## src/rtl/uart_pkg.sv

```systemverilog
// Shared UART definitions: TX FSM states, parity selector encodings and legal prescale values.
// STOP2 exists only when UART_TX_STOP2_EN is defined.
package uart_pkg;

  typedef enum logic [2:0] {
    IDLE,
    START,
    DATA,
    PARITY,
    STOP
`ifdef UART_TX_STOP2_EN
    ,
    STOP2
`endif
  } tx_state_e;

  localparam logic PAR_EVEN = 1'b0;
  localparam logic PAR_ODD  = 1'b1;

  localparam logic [4:0] PRESCALE_X8  = 5'd7;
  localparam logic [4:0] PRESCALE_X16 = 5'd15;
  localparam logic [4:0] PRESCALE_X32 = 5'd31;

endpackage

```

## src/rtl/uart_parity_calc.sv

```systemverilog
// Combinational parity over a data word; par_typ selects even or odd.
// Shared with the RX path for its parity check.
module uart_parity_calc
  import uart_pkg::*;
#(
  parameter int unsigned DATA_WIDTH = 8
) (
  input  logic [DATA_WIDTH-1:0] data,
  input  logic                  par_typ,
  output logic                  parity
);

  always_comb begin
    parity = (^data) ^ (par_typ == PAR_ODD);
  end

endmodule

```

## src/rtl/uart_tx.sv

```systemverilog
// UART transmitter: start, DATA_WIDTH bits LSB first, optional parity, stop; bit = prescale+1 clocks.
// Optional second stop bit enabled by defining UART_TX_STOP2_EN.
module uart_tx
  import uart_pkg::*;
#(
  parameter int unsigned DATA_WIDTH = 8
) (
  input  logic                  clk,
  input  logic                  rst,
  input  logic [DATA_WIDTH-1:0] p_data,
  input  logic                  data_valid,
  input  logic                  par_en,
  input  logic                  par_typ,
  input  logic [4:0]            prescale,
`ifdef UART_TX_STOP2_EN
  input  logic                  stop2,
`endif
  output logic                  tx_out,
  output logic                  busy
);

  localparam int unsigned IDX_W = (DATA_WIDTH > 1) ? $clog2(DATA_WIDTH) : 1;
  localparam logic [IDX_W-1:0] IDX_LAST = IDX_W'(DATA_WIDTH - 1);

  tx_state_e             state, state_next;
  logic [4:0]            cnt, cnt_next;
  logic [IDX_W-1:0]      idx, idx_next;
  logic [DATA_WIDTH-1:0] data_q;
  logic                  par_en_q, par_typ_q;
  logic [4:0]            presc_q;
`ifdef UART_TX_STOP2_EN
  logic                  stop2_q;
`endif
  logic                  accept, bit_done, parity_bit, tx_next, busy_next;

  uart_parity_calc #(.DATA_WIDTH(DATA_WIDTH)) u_parity (
    .data    (data_q),
    .par_typ (par_typ_q),
    .parity  (parity_bit)
  );

  always_comb begin
    accept     = (state == IDLE) && data_valid;
    bit_done   = (cnt == presc_q);
    state_next = state;
    cnt_next   = cnt;
    idx_next   = idx;
    if (state != IDLE) cnt_next = bit_done ? '0 : cnt + 5'd1;

    unique case (state)
      IDLE:   if (data_valid) begin
                state_next = START;
                cnt_next   = '0;
                idx_next   = '0;
              end
      START:  if (bit_done) begin
                state_next = DATA;
                idx_next   = '0;
              end
      DATA:   if (bit_done) begin
                if (idx == IDX_LAST) state_next = par_en_q ? PARITY : STOP;
                else                 idx_next   = idx + 1'b1;
              end
      PARITY: if (bit_done) state_next = STOP;
`ifdef UART_TX_STOP2_EN
      STOP:   if (bit_done) state_next = stop2_q ? STOP2 : IDLE;
      STOP2:  if (bit_done) state_next = IDLE;
`else
      STOP:   if (bit_done) state_next = IDLE;
`endif
      default: state_next = IDLE;
    endcase

    // Outputs are registered, so they are decoded from the state being entered.
    // At acceptance the shadow byte is not loaded yet, but START drives 0 regardless.
    tx_next = 1'b1;
    case (state_next)
      START:   tx_next = 1'b0;
      DATA:    tx_next = data_q[idx_next];
      PARITY:  tx_next = parity_bit;
      default: tx_next = 1'b1;
    endcase
    busy_next = (state_next != IDLE);
  end

  always_ff @(posedge clk) begin
    if (!rst) begin
      state     <= IDLE;
      cnt       <= '0;
      idx       <= '0;
      data_q    <= '0;
      par_en_q  <= 1'b0;
      par_typ_q <= 1'b0;
      presc_q   <= '0;
`ifdef UART_TX_STOP2_EN
      stop2_q   <= 1'b0;
`endif
      tx_out    <= 1'b1;
      busy      <= 1'b0;
    end else begin
      state  <= state_next;
      cnt    <= cnt_next;
      idx    <= idx_next;
      tx_out <= tx_next;
      busy   <= busy_next;
      if (accept) begin
        data_q    <= p_data;
        par_en_q  <= par_en;
        par_typ_q <= par_typ;
        presc_q   <= prescale;
`ifdef UART_TX_STOP2_EN
        stop2_q   <= stop2;
`endif
      end
    end
  end

endmodule
```

## config.mk

```make
export PLATFORM = sky130hd
export DESIGN_NAME = uart_tx
export DESIGN_NICKNAME = d
export VERILOG_FILES = /design/src/rtl/uart_pkg.sv /design/src/rtl/uart_parity_calc.sv /design/src/rtl/uart_tx.sv
export SDC_FILE = /design/constraint.sdc
export NUM_CORES = 1
export LEC_CHECK = 0
export ABC_AREA = 0
export CORE_ASPECT_RATIO = 0.9
export CORE_MARGIN = 2
export CORE_UTILIZATION = 59
export CTS_CLUSTER_DIAMETER = 200
export DETAILED_ROUTE_END_ITERATION = 8
export PLACE_DENSITY = 0.94
export SLEW_MARGIN = 20
export SYNTH_ARGS = -nofsm -noshare
export SYNTH_HDL_FRONTEND = slang
export SYNTH_SLANG_ARGS = --single-unit
export TNS_END_PERCENT = 1
```

## constraint.sdc

```tcl
create_clock -name clk -period 3.7 [get_ports clk]
set_input_delay 0.555 -clock clk [delete_from_list [all_inputs] [get_ports clk]]
set_output_delay 0.555 -clock clk [all_outputs]
set_load 0.005 [all_outputs]
```

==> flow_results.org <==
** Final layout
- The post-route netlist has approximately 8.7% of its cells at a drive strength greater than 1.
- Ant diodes :: 0
- Non-filler instance count after layout :: 248
- Compared with the post-synthesis result, the final layout area differs by 12.77%.
- Cell area after layout :: 1901 um^2
- The net count of the finished layout is 230.

** Timing
- The final count of pins violating max slew was 0.
- Setup repair after global routing left no endpoint under its margin.
- Final clock skew :: 0.004545 ns
- After layout, the worst path uses 72.08% of the clock period.
- In this run the tightest slew margin relative to its limit is 50.08%.
- Max Clock Freq :: approximately 370 MHz
- Min Clock Period, post-route :: 2.667 ns
- Final hold violations :: 0
- Number of failing setup endpoints in the final timing report :: 0
- Transition time of the tightest slew-check pin :: 0.7465 ns
- Accumulated negative setup slack :: 0 ns

** Synthesis
- Synthesis produced a netlist whose cell count is slightly below 200.
- After synthesis, the mean cell area works out to 8.643 um^2.
- Top FF cell, synth :: dfxtp_1
- After synthesis, the cell types taking the most area are dfxtp_1, nand2_1, a21boi_0.
- Async set or reset register ratio after synthesis :: 0%
- Summed over all instances, the cell type with the most area after synthesis is dfxtp_1.
- Register area share after synthesis :: around a third
- In this run, synthesis inferred 0 flip-flops with an integrated enable.
- Yosys top cell area share :: between 30 and 40%
- After synthesis the netlist holds a flip-flop and latch count of 28.
- Post-synth cell types :: 52
- Synthesized netlist net count :: 215
- Synth cell count leaders :: nand2_1, dfxtp_1, a21boi_0
- Count of synthesis-stage warnings from yosys :: 0
- Netlist area before placement :: 1685 um^2
- Most used standard cell by instance count after synthesis :: nand2_1

** Power
- Peak supply drop :: 0.2984 mV
- Leakage Power :: approximately 0.68 nW
- Total power after layout :: ~0.00079 W
- Pwr dens :: 415.9 nW/um^2

** Status
- Result of the run :: finished clean

** Route
- Post-route antenna net violation count :: 0
- Violation count after the first detailed-route iteration :: just under 70
- Routed length per placed instance :: 13.57 um
- Drc violations :: 0
- Dividing the detail-routed via count by the number of cells gives 5.617.
- Detailed-routing iteration count for the pre-antenna-repair pass :: 4
- For this block, the routed nets add up to 3365 um of wire.
- Vias :: 1393

** Setup path
- Crit path DAT :: a little under 3 ns
- Slowest Stage Delay on Critical Path :: 0.56 ns
- Slowest cell on the critical path :: or3_1
- The critical path is of the flop to flop type.
- Buffers & Inverters on Critical Path :: 0
- Critical path required time :: 3.94 ns
- The worst setup path is captured at a flop.
- In this run the worst path has a maximum fanout of 13.
- Among cell families on the critical path, the largest total delay comes from simple AND/OR/NAND/NOR gates.
- Logic depth of the worst register-to-register path :: 7
- The worst setup path is launched from a flop.
- The critical path goes through xnor2_1, nand3_2, or3_1, a31oi_4, mux2_4, o211a_1, a211o_1.
- Counting buffers and inverters, the worst setup path is 7 cells deep.

** Worst hold path
- Counting instances, the worst hold path has a depth of 2.
- Hold Crit Class :: flop to flop

** Global routing
- Met2 Resource Use GR :: a little under two fifths
- Antenna violations before repair :: 0
- Global routing consumed, on the met1 layer, around a third of the routing resources.
- Maximum number of pins on one net before global-route repair :: 27
- The via count of the first global-routing pass was roughly 1300.
- First-pass GRT wire length :: roughly 5700 um
- Global routing used approximately 4.0% of the available met3 tracks.
- Most Crowded Layer GR :: met2
- Total global routing track utilization :: 23.86%
- Total congestion overflow after global routing :: 0

** Floorplanning
- 20 I/O pins were placed.
- The initial utilization of the core area, before any placement, comes to 61.85%.
- The floorplan has 18 rows.
- The core region is approximately 2700 um^2.
- The die covers 3301 um^2.
- Horiz. Die Dim :: 60.34 um
- Die Ht :: approximately 55 um

** Placement
- Sum of net half-perimeters after detailed placement :: 2626 um
- Routability congestion estimate :: between 0.8 and 0.9
- Counting tap cells, the placed design contains a total of 245 instances.
- Port-buffer cells :: 19
- The placed instances occupy a cell area of 1878 um^2.

** Clocking
- The longest clock path from root to sink contains 2 buffers.
- Post-CTS Setup Repair Bufs :: 0
- H-Tree Depth :: 1
- TritonCTS clock tree :: done
- Cts repair resizes :: 0
- The tree built by TritonCTS fans out to 28 sinks.
- The clock reaches the later pin of the worst-skew pair after 0.33 ns.
- Clock-pin slew was measured on the worst setup and hold paths at 0.14 ns.
- For this design, the CTS-stage hold fixing added 0 buffers.
- Master cell of the clock root buffer :: clkbuf_4
- Buffers inserted during clock tree synthesis total 3.

** Job
- # Max-Cap Violations :: 0
## path summary, 6_finish.rpt
| check | startpoint | to | slack, ns |
|---|---|---|---|
| worst max-delay path | presc_q[4] | tx_out | 1.03 |
| worst min-delay path | par_typ_q | par_typ_q | 0.50 |
| worst max register to register | presc_q[4] | tx_out | 1.03 |
| worst min register to register | par_typ_q | par_typ_q | 0.50 |
## cell type report
cell class	count	area, um^2
clock buffer	3	22.52
fill	224	824.5
inverter	5	18.77
multi-input combinational	152	1051
sequential	28	560.5
tap	40	50.05
timing repair buffer	20	197.7
## flip-flops by register name (all words and copies together), names as in the netlist
| name | flops |
|---|---|
| data_q | 8 |
| cnt | 5 |
| presc_q | 5 |
| idx | 3 |
| state | 3 |
| busy | 1 |
| par_en_q | 1 |
| par_typ_q | 1 |
| tx_out | 1 |
## per-stage QoR
stage	worst slack, ns	util, %	hold slack, ns
final	1.033	69.74	0.5003
after global routing	0.8979	69.74	0.5170
after CTS	1.050	69.74	0.5020
after detailed placement	1.064	68.92	0.4837
after global placement	1.102	68.92	0.4714
after floorplan	1.386	-	0.4526
## worst register-to-register path: cells and delay by family, from the launching register on
| kind | cells | cell delay [ns] |
|---|---|---|
| and+or+nand+nor | 2 | 0.86 |
| AOI/OAI and AO/OA | 3 | 0.75 |
| DFF | 1 | 0.35 |
| muxes | 1 | 0.32 |
| xor gates and xnor gates | 1 | 0.30 |
## cells in the final DEF (no fill, tap or decap), drive strengths merged, types with 2 or more instances in the layout
master	Yosys	final
nand2	40	40
dfxtp	28	28
clkdlybuf4s50	0	19
a21boi	16	16
xnor2	13	13
nor2	10	10
and2	7	7
nand4	6	6
inv	5	5
nor2b	5	5
nand3	4	4
nand2b	3	3
or3	3	3
xor2	3	3
a21oi	3	3
o21ai	3	3
clkbuf	6	3
a31oi	3	3
o31ai	3	3
nor3	2	2
and3	2	2
and2b	2	2
and3b	2	2
o211a	2	2
o2111ai	2	2
ha	2	2
a41oi	2	2
## layer usage
metal | vias to the layer above | wire [um]
met1 | 646 | 1561
met3 | 5 | 143
met4 | 0 | 59
li1 | 709 | -
met2 | 33 | 1600
met5 | - | 0
## power by group
group	switching (W)	internal (W)	total (W)	leakage [nW]
registers	0.0000349	0.000332	0.000367	0.229
logic	0.000160	0.000139	0.000300	0.433
clock network	0.0000858	0.0000384	0.000124	0.0138
## logic make-up after synthesis
family | Yosys count | share of synthesized area [%]
flip-flops | 28 | 33.26
AND/OR/NAND/NOR | 89 | 26.58
AO/OA/AOI/OAI | 43 | 23.61
adder cells (fa/ha/maj) | 2 | 1.485
multiplexers | 2 | 1.485
buffers and inverters | 15 | 4.380
XOR/XNOR | 16 | 9.206
(Power assumes the default switching activity.)
